[src/rtl/bam_pkg.sv]
// Shared types and helpers for the BAM8 error monitor.
// Operand widths, FSM states and saturating arithmetic.
package bam_pkg;

    localparam int BAM_W  = 8;
    localparam int BAM_PW = 2 * BAM_W;

    typedef enum logic [1:0] {
        IDLE,
        RUN,
        DRAIN,
        DONE
    } state_t;

    // Unsigned add clamped to 2^width - 1 (width 1..64).
    function automatic logic [63:0] sat_add(
        input logic [63:0] acc,
        input logic [63:0] inc,
        input int unsigned width
    );
        logic [63:0] lim;
        logic [64:0] s;
        lim = (64'd1 << width) - 64'd1;
        s   = {1'b0, acc} + {1'b0, inc};
        if (s > {1'b0, lim}) begin
            return lim;
        end
        return s[63:0];
    endfunction

endpackage

[src/rtl/bam_err_pipe.sv]
// Two-stage exact-product / absolute-difference pipeline.
// Stage 1 forms a*b, stage 2 forms |exact - approx|.
module bam_err_pipe
    import bam_pkg::*;
#(
    parameter int W = BAM_W
) (
    input  logic           clk,
    input  logic           rst,
    input  logic           accept,
    input  logic [W-1:0]   a,
    input  logic [W-1:0]   b,
    input  logic [2*W-1:0] approx,
    output logic           v1,
    output logic           v2,
    output logic [2*W-1:0] diff,
    output logic [W-1:0]   a2,
    output logic [W-1:0]   b2
);

    logic [2*W-1:0] exact1;
    logic [2*W-1:0] approx1;
    logic [W-1:0]   a1;
    logic [W-1:0]   b1;

    // Valid bits follow the sample through both stages.
    always_ff @(posedge clk) begin
        if (rst) begin
            v1 <= 1'b0;
            v2 <= 1'b0;
        end else begin
            v1 <= accept;
            v2 <= v1;
        end
    end

    // Stage 1: capture the sample and its exact product.
    always_ff @(posedge clk) begin
        if (accept) begin
            exact1  <= {{W{1'b0}}, a} * {{W{1'b0}}, b};
            approx1 <= approx;
            a1      <= a;
            b1      <= b;
        end
    end

    // Stage 2: magnitude of the error, either sign.
    always_ff @(posedge clk) begin
        if (v1) begin
            if (exact1 >= approx1) begin
                diff <= exact1 - approx1;
            end else begin
                diff <= approx1 - exact1;
            end
            a2 <= a1;
            b2 <= b1;
        end
    end

endmodule

[src/rtl/bam8_err_monitor.sv]
// Run-based error statistics for the BAM8 multiplier.
// FSM sequences runs; accumulators fold in stage-2 results.
module bam8_err_monitor
    import bam_pkg::*;
#(
    parameter int W     = BAM_W,
    parameter int CNT_W = 16,
    parameter int SUM_W = 32
) (
    input  logic             clk,
    input  logic             rst,
    input  logic             start,
    input  logic [CNT_W-1:0] num_samples,
    input  logic             in_valid,
    output logic             in_ready,
    input  logic [W-1:0]     a,
    input  logic [W-1:0]     b,
    input  logic [2*W-1:0]   approx,
    output logic             busy,
    output logic             done,
    output logic [CNT_W-1:0] err_count,
    output logic [SUM_W-1:0] sum_abs_err,
    output logic [2*W-1:0]   max_abs_err,
    output logic [W-1:0]     max_a,
    output logic [W-1:0]     max_b
);

    state_t           state;
    state_t           state_nxt;
    logic [CNT_W-1:0] remaining;
    logic             accept;
    logic             start_ok;
    logic             v1;
    logic             v2;
    logic [2*W-1:0]   diff;
    logic [W-1:0]     a2;
    logic [W-1:0]     b2;

    assign accept   = in_valid & in_ready;
    assign start_ok = start & ((state == IDLE) | (state == DONE));

    bam_err_pipe #(
        .W(W)
    ) u_pipe (
        .clk    (clk),
        .rst    (rst),
        .accept (accept),
        .a      (a),
        .b      (b),
        .approx (approx),
        .v1     (v1),
        .v2     (v2),
        .diff   (diff),
        .a2     (a2),
        .b2     (b2)
    );

    // State register.
    always_ff @(posedge clk) begin
        if (rst) begin
            state <= IDLE;
        end else begin
            state <= state_nxt;
        end
    end

    // Next-state logic; an empty run goes straight to DRAIN.
    always_comb begin
        state_nxt = state;
        case (state)
            IDLE, DONE: begin
                if (start) begin
                    state_nxt = (num_samples == '0) ? DRAIN : RUN;
                end
            end
            RUN: begin
                if (accept && remaining == CNT_W'(1)) begin
                    state_nxt = DRAIN;
                end
            end
            DRAIN: begin
                if (!v1 && !v2) begin
                    state_nxt = DONE;
                end
            end
            default: state_nxt = IDLE;
        endcase
    end

    // Outputs decoded from the state.
    always_comb begin
        in_ready = (state == RUN);
        busy     = (state == RUN) | (state == DRAIN);
        done     = (state == DONE);
    end

    // Samples left in the current run; never wraps below zero.
    always_ff @(posedge clk) begin
        if (rst) begin
            remaining <= '0;
        end else if (start_ok) begin
            remaining <= num_samples;
        end else if (accept && remaining != '0) begin
            remaining <= remaining - CNT_W'(1);
        end
    end

    // Statistics: cleared on run start, updated per stage-2 result.
    always_ff @(posedge clk) begin
        if (rst || start_ok) begin
            err_count   <= '0;
            sum_abs_err <= '0;
            max_abs_err <= '0;
            max_a       <= '0;
            max_b       <= '0;
        end else if (v2) begin
            sum_abs_err <= SUM_W'(sat_add(64'(sum_abs_err), 64'(diff), SUM_W));
            if (diff != '0 && err_count != '1) begin
                err_count <= err_count + CNT_W'(1);
            end
            if (diff > max_abs_err) begin
                max_abs_err <= diff;
                max_a       <= a2;
                max_b       <= b2;
            end
        end
    end

endmodule

[config.mk]
export PLATFORM = sky130hd
export DESIGN_NAME = bam8_err_monitor
export DESIGN_NICKNAME = d
export VERILOG_FILES = /design/src/rtl/bam_pkg.sv /design/src/rtl/bam_err_pipe.sv /design/src/rtl/bam8_err_monitor.sv
export SDC_FILE = /design/constraint.sdc
export NUM_CORES = 1
export LEC_CHECK = 0
export CAP_MARGIN = 20
export CORE_MARGIN = 2
export CORE_UTILIZATION = 45
export CTS_BUF_LIST = sky130_fd_sc_hd__clkbuf_8
export CTS_CLUSTER_DIAMETER = 50
export DETAILED_ROUTE_END_ITERATION = 12
export PLACE_DENSITY = 0.72
export SETUP_SLACK_MARGIN = 0.15
export SLEW_MARGIN = 20
export SYNTH_ARGS = -nofsm -noshare
export SYNTH_HDL_FRONTEND = slang
export SYNTH_SLANG_ARGS = --single-unit
[constraint.sdc]
create_clock -name clk -period 5.77 [get_ports clk]
set_input_delay 1.731 -clock clk [delete_from_list [all_inputs] [get_ports clk]]
set_output_delay 1.731 -clock clk [all_outputs]
set_load 0.01 [all_outputs]
==> metrics, run 1 <==
status complete, no violations; IO Pins 135; syn avg cell area 9.54 sq um; first-pass GRT wire length 42.5 mm; Slew Viols, Final 0; full die area 26800 sq um; mux share of post-synthesis cell area 0.0392; I/O Buffers 134; Hold Crit Start u_pipe.a1[3]; max cap viols 0; routability cong. 0.859; type of element capturing the critical path flop; DR vias/cell ~5.3; xor/xnor share of the synthesized area 0.0450; vias in the first global route just under 9000; Antenna Cells 0; startpoint types input pin; post-synthesis cell count 1205; async set or reset register ratio after synthesis 0; Post-synth EDFFs 80; Fmax 0.184 GHz; Leak Pwr 5.81 nW; final routed DRC violation total 0; fin nets 1554; peak supply drop 0.000188 V; clock latency on the worst-skew pair 0.47 ns; largest family of logic cells by synthesized area adder cells; CTS tree built; Final WS setup 0.348 ns; Worst setup startpoint a[0]; Worst-Margin Slew approximately 1.0 ns; Vias 9061; critical path class input pin to flop; Period Utilization, post-route 0.940; clk buf depth 2; R2R Setup Slk 1.92 ns; commonest cells after routing, fill and taps aside inv_1 (135), clkdlybuf4s50_1 (122), ha_1 (105); die height around 160 um; skew final 0.0169 ns; Synth cell types 64; DP Wirelength around 20 mm; Final Setup Violations 0; Synth Area in Compound Gates 0.135; #FFs+latches synth 180; post-place setup slack -0.586 ns; simple-gate share of the synthesized area 0.157; CTS Sinks 180; initial antenna violation count 0; worst-path maximum fanout 9; Synthesized Nets 1401; Hold Fails Final Rpt 0; Syn Std Cell Area 11500 sq um; ys flop type dfxtp_1; Synthesis Warnings 0; Initial Util 0.458; DR iter-0 viols 781; Reg-to-Reg Start u_pipe.exact1[7]; type of the most critical hold path flop to flop; relative slew slack 0.308; Final ANT Viol Nets 0; Worst-path clk slew roughly 0.10 ns; Root Driver clkbuf_8; adder-cell share of the synthesized area 0.182; Seq/Total Area, Yosys 0.383; total core area roughly 25000 sq um; largest net degree at the start of global routing 49; WL/cell 15.1 um; most common library cell in the layout ignoring fill and taps inv_1; Hold WS 0.425 ns; Req. time, crit path 6.00 ns; TNS Setup 0 ns; Post-Layout Cell Count 1701; RSZ-0062 raised after global routing no; cell total after placement 1669; layout cells sized above 1 0.0708; H-tree depth 4; total track usage 0.197; P&R area growth vs syn 20.2%; Data arrival, critical path 5.65 ns; row count slightly below 60; Power Density 318 nW/um^2; Die X 164 um; Hold-fix buffers, CTS 0; Initial DRT Pass Iterations 5; grt total ovfl 0; drt total wl 25.6 mm; CTS buffer count 17; fin crit period 5.42 ns
-- routing by layer --
metal / global-route usage / part of all wire / vias up
met5: 0 / 0 / -
met4: 0.0594 / 0.016 / 0
met3: 0.0283 / 0.043 / 33
met2: 0.331 / 0.48 / 217
met1: 0.263 / 0.46 / 4271
li1: - / - / 4540
-- layout make-up --
| cell class | count | area [sq um] |
|---|---|---|
| Sequential cell | 180 | 4400 |
| Inverter | 136 | 510 |
| Timing Repair Buffer | 173 | 1620 |
| Fill cell | 2278 | 11300 |
| Multi-Input combinational cell | 850 | 6440 |
| Clock buffer | 17 | 234 |
| Clock inverter | 15 | 184 |
| Tap cell | 330 | 413 |
-- critical path, cell delays in order --
cell and delay, ns:
dlygate4sd2_1 0.37, nand2_1 0.13, fa_1 0.52, fa_1 0.55, inv_1 0.06, fa_1 0.53, inv_1 0.05, fa_1 0.52
inv_1 0.04, ha_1 0.31, a21o_1 0.18, a31o_2 0.26, a41oi_2 0.16, nand2b_1 0.10, xor2_1 0.14
-- cell usage after synthesis (6+ instances only) --
| cell type | number | share of area |
|---|---|---|
| a21oi_1 | 62 | 0.027 |
| and3_1 | 13 | 0.0071 |
| or3_1 | 10 | 0.0054 |
| a211oi_1 | 16 | 0.010 |
| o211ai_1 | 7 | 0.0046 |
| clkbuf_1 | 26 | 0.0085 |
| inv_1 | 136 | 0.044 |
| nor2b_1 | 6 | 0.0033 |
| xor2_1 | 21 | 0.016 |
| nand2_1 | 66 | 0.022 |
| xnor2_1 | 38 | 0.029 |
| buf_2 | 10 | 0.0044 |
| nor3_1 | 27 | 0.012 |
| dfxtp_1 | 100 | 0.17 |
| edfxtp_1 | 80 | 0.21 |
| and2_1 | 53 | 0.029 |
| nand4_1 | 17 | 0.0093 |
| a31oi_1 | 28 | 0.015 |
| nor4_1 | 15 | 0.0082 |
| nand2b_1 | 6 | 0.0033 |
| nor2_1 | 105 | 0.034 |
| ha_1 | 105 | 0.11 |
| mux2i_1 | 45 | 0.039 |
| a311oi_1 | 6 | 0.0046 |
| fa_1 | 39 | 0.068 |
| o21a_1 | 6 | 0.0039 |
| a21o_1 | 17 | 0.011 |
| o21ai_0 | 61 | 0.027 |
| nand3_1 | 18 | 0.0078 |
-- sequential cells by signal (all words and copies together) (netlist names), 2 cells and up --
register        cells
u_pipe.a2           8
u_pipe.diff        16
remaining          16
err_count          16
max_a               8
u_pipe.a1           8
u_pipe.approx1     16
u_pipe.exact1      16
u_pipe.b1           8
state               2
max_b               8
sum_abs_err        32
u_pipe.b2           8
max_abs_err        16
-- final timing paths --
check / to / cells after the start
setup reg to reg: u_pipe.diff[13] / 9
setup / recovery: u_pipe.exact1[13] / 15
hold / removal: u_pipe.a2[3] / 0
hold reg to reg: u_pipe.a2[3] / 0
-- power breakdown --
part,internal (W),switching (W)
Combinational,0.000792,0.00105
Clock,0.000370,0.000523
Sequential,0.00155,0.000105
-- timing repair --
item	in CTS	in global routing
buffers inserted	0	0
pin swaps	0	2
gates resized for setup	10	7
setup endpoints to repair	3	3
-- logic make-up (layout without fill, tap and decap cells) --
family,after synthesis,count (layout)
AO/OA/AOI/OAI,243,243
XOR/XNOR,59,59
buffers and inverters,175,341
flip-flops,180,180
AND/OR/NAND/NOR,359,359
adder cells (fa/ha/maj),144,144
multiplexers,45,45
-- metrics by stage --
step                utilization  cell area (sq um)  power, W
floorplan                     -              11500   0.00296
global placement          0.534              13400   0.00348
detailed placement        0.534              13400   0.00353
CTS                       0.550              13800   0.00443
global route              0.550              13800   0.00472
finish                    0.550              13800   0.00439
(Power assumes the default switching activity.)
==> inputs of run 2 (changes only) <==
Settings changed: PLACE_DENSITY 0.72 to 0.69.
Clock period 5.77 ns to 6.4 ns, I/O delays scaled along.
==> metrics, run 2 (synthesized netlist as in run 1, its figures left out) <==
Period Utilization, post-route 0.943; Hold WS 0.424 ns (was 0.425 ns); I/O Buffers 134 (unchanged); worst-path maximum fanout 9 (unchanged); Worst-path clk slew 0.10 ns (about the same); CTS Sinks 180 (unchanged); DP Wirelength 19.6 mm (was 19.7 mm); FILL cells 2295 (was 2278); WL/cell 15.3 um (was 15.1 um); cell depth of the worst flop-to-flop path 10 (was 9); setup bufs post-CTS 0 (unchanged); fin crit period just over 6 ns; Data arrival, critical path 6.27 ns (was 5.65 ns); die height 164 um (unchanged); most common library cell in the layout ignoring fill and taps inv_1 (unchanged); IO Pins 135 (unchanged); Critical Path End u_pipe.exact1[15] (was u_pipe.exact1[13]); share of power burned in registers 0.383 (was 0.377); Vias 9116 (was 9061); vias in the first global route 8887 (was 8875); Final ANT Viol Nets 0 (unchanged); Die X 164 um (unchanged); type of the most critical hold path flop to flop (unchanged); register area 4400 sq um (unchanged); Antenna Cells 0 (unchanged); layout cells sized above 1 0.0568 (was 0.0708); area of the multi-input gates 6440 sq um (about the same); full die area 26800 sq um (unchanged); Final Setup Violations 0 (unchanged); clk buf depth 2 (unchanged); grt total ovfl 0 (unchanged); startpoint types input pin (unchanged); max cap viols 0 (unchanged); row count 58 (unchanged); total track usage 0.201 (was 0.197); R2R Setup Slk 2.38 ns (was 1.92 ns); Worst-Margin Slew 1.03 ns (about the same); H-tree depth 4 (unchanged); total core area 25100 sq um (unchanged); fin nets 1538 (was 1554); status complete, no violations (unchanged); first-pass GRT wire length 43.3 mm (was 42.5 mm); clock latency on the worst-skew pair 0.48 ns (was 0.47 ns); DR vias/cell 5.41 (was 5.33); CTS tree built (unchanged); relative slew slack 0.309 (was 0.308); skew final 0.0203 ns (was 0.0169 ns); peak supply drop 0.000144 V (was 0.000188 V); critical path class input pin to flop (unchanged); NetSw 0.00147 W (was 0.00168 W); P&R area growth vs syn 19.1% (was 20.2%); Slew Viols, Final 0 (unchanged); Hold Fails Final Rpt 0 (unchanged); DP Area 13300 sq um (was 13400 sq um); Reg-to-Reg Start u_pipe.exact1[7] (unchanged); Clock power frac 0.207 (was 0.203); Req. time, crit path 6.63 ns (was 6.00 ns); Worst setup startpoint a[3] (was a[0]); max reg flops 32 (unchanged); Initial DRT Pass Iterations 6 (was 5); final routed DRC violation total 0 (unchanged); type of element capturing the critical path flop (unchanged); routability cong. 0.865 (was 0.859); fin area 13700 sq um (was 13800 sq um); largest net degree at the start of global routing 49 (unchanged); Power Density 285 nW/um^2 (was 318 nW/um^2); commonest cells after routing, fill and taps aside inv_1 (135), clkdlybuf4s50_1 (133), ha_1 (105) (was inv_1 (135), clkdlybuf4s50_1 (122), ha_1 (105)); drt total wl 25.8 mm (was 25.6 mm); Fmax 0.166 GHz; most flop-heavy register sum_abs_err (unchanged); Initial Util 0.458 (unchanged); Root Driver clkbuf_8 (unchanged); RSZ-0062 raised after global routing no (unchanged); Hold-fix buffers, CTS 0 (unchanged); initial antenna violation count 0 (unchanged); DR iter-0 viols 690 (was 781); R2R Path End u_pipe.diff[13] (unchanged); Leak Pwr 5.70 nW (was 5.81 nW); cell internal pwr 0.00243 W (was 0.00271 W); CTS buffer count 17 (unchanged); fraction of power spent switching nets 0.377 (was 0.382); combinational share of power 0.410 (was 0.420)
[run 2: changes by cell type in the layout (fill, tap and decap cells not counted), sizes merged]
cell           before  now
buf                39   23
dlymetal6s2s        3    1
bufinv              1    2
clkdlybuf4s50     122  133
clkbuf             19   17
dlygate4sd2         7    0
clkinv              5    3
inv               144  143
clkinvlp            1    3
[run 2: per-stage QoR]
| stage | TNS, ns | std cells | power (W) | setup WS [ns] | util |
|---|---|---|---|---|---|
| final | 0 | 1685 | 0.00390 | 0.363 | 0.545 |
| after global placement | -0.184 | 1653 | 0.00310 | -0.0970 | 0.529 |
| after detailed placement | -0.397 | 1653 | 0.00313 | -0.181 | 0.529 |
| after CTS | 0 | 1685 | 0.00394 | 0.361 | 0.545 |
| after global routing | 0 | 1685 | 0.00420 | 0.196 | 0.545 |
| after floorplan | 0 | 1205 | 0.00267 | 0.640 | - |
[run 2: power by group through the flow]
stage	combinational, W	sequential [W]	clock [W]
6_report	0.00160	0.00150	0.000809
5_1_grt	0.00181	0.00151	0.000872
4_1_cts	0.00161	0.00150	0.000833
3_5_place_dp	0.00160	0.00152	0
3_3_place_gp	0.00158	0.00152	0
2_1_floorplan	0.00118	0.00150	0
[run 2: final cells by class]
cell class,instances,share of cell area
Multi-Input combinational cell,850,0.470
Sequential cell,180,0.322
Timing Repair Buffer,157,0.111
Inverter,136,0.0373
Tap cell,330,0.0302
Clock buffer,17,0.0171
Clock inverter,15,0.0123
[run 2: worst max-delay path: stages]
cell	delay [ns]
clkdlybuf4s50_1	0.58
and2_1	0.28
fa_1	0.50
fa_1	0.53
fa_1	0.55
inv_1	0.05
fa_1	0.52
inv_1	0.04
ha_1	0.35
a21o_1	0.17
a31o_2	0.22
a41oi_1	0.29
a21oi_1	0.12
xnor2_1	0.14
[run 2: what timing repair did]
action	in CTS	in global routing
setup endpoints to repair	0	2
hold endpoints to repair	0	0
gates resized for setup	0	1
[run 2: worst min-delay path by stage]
stage / start / to / cells after the start
after CTS: u_pipe.a1[0] / u_pipe.a2[0] / 0
after detailed placement: u_pipe.b1[5] / u_pipe.b2[5] / 0
after global placement: u_pipe.b1[5] / u_pipe.b2[5] / 0
after global routing: u_pipe.a1[2] / u_pipe.a2[2] / 0
final: u_pipe.b1[1] / u_pipe.b2[1] / 0
after floorplan: u_pipe.a1[0] / u_pipe.a2[0] / 0
[run 2: routing by layer]
metal,routed length (um),up-vias,global-route usage
li1,-,4510,-
met1,11900,4351,0.268
met2,12500,224,0.338
met3,1020,31,0.0242
met4,448,0,0.0670
met5,0,-,0
==> inputs of run 3 (changes only) <==
Settings changed: CTS_CLUSTER_DIAMETER 50 to unset.
==> results of run 3 <==
The final DEF is identical to that of run 2; final timing and power are the same.
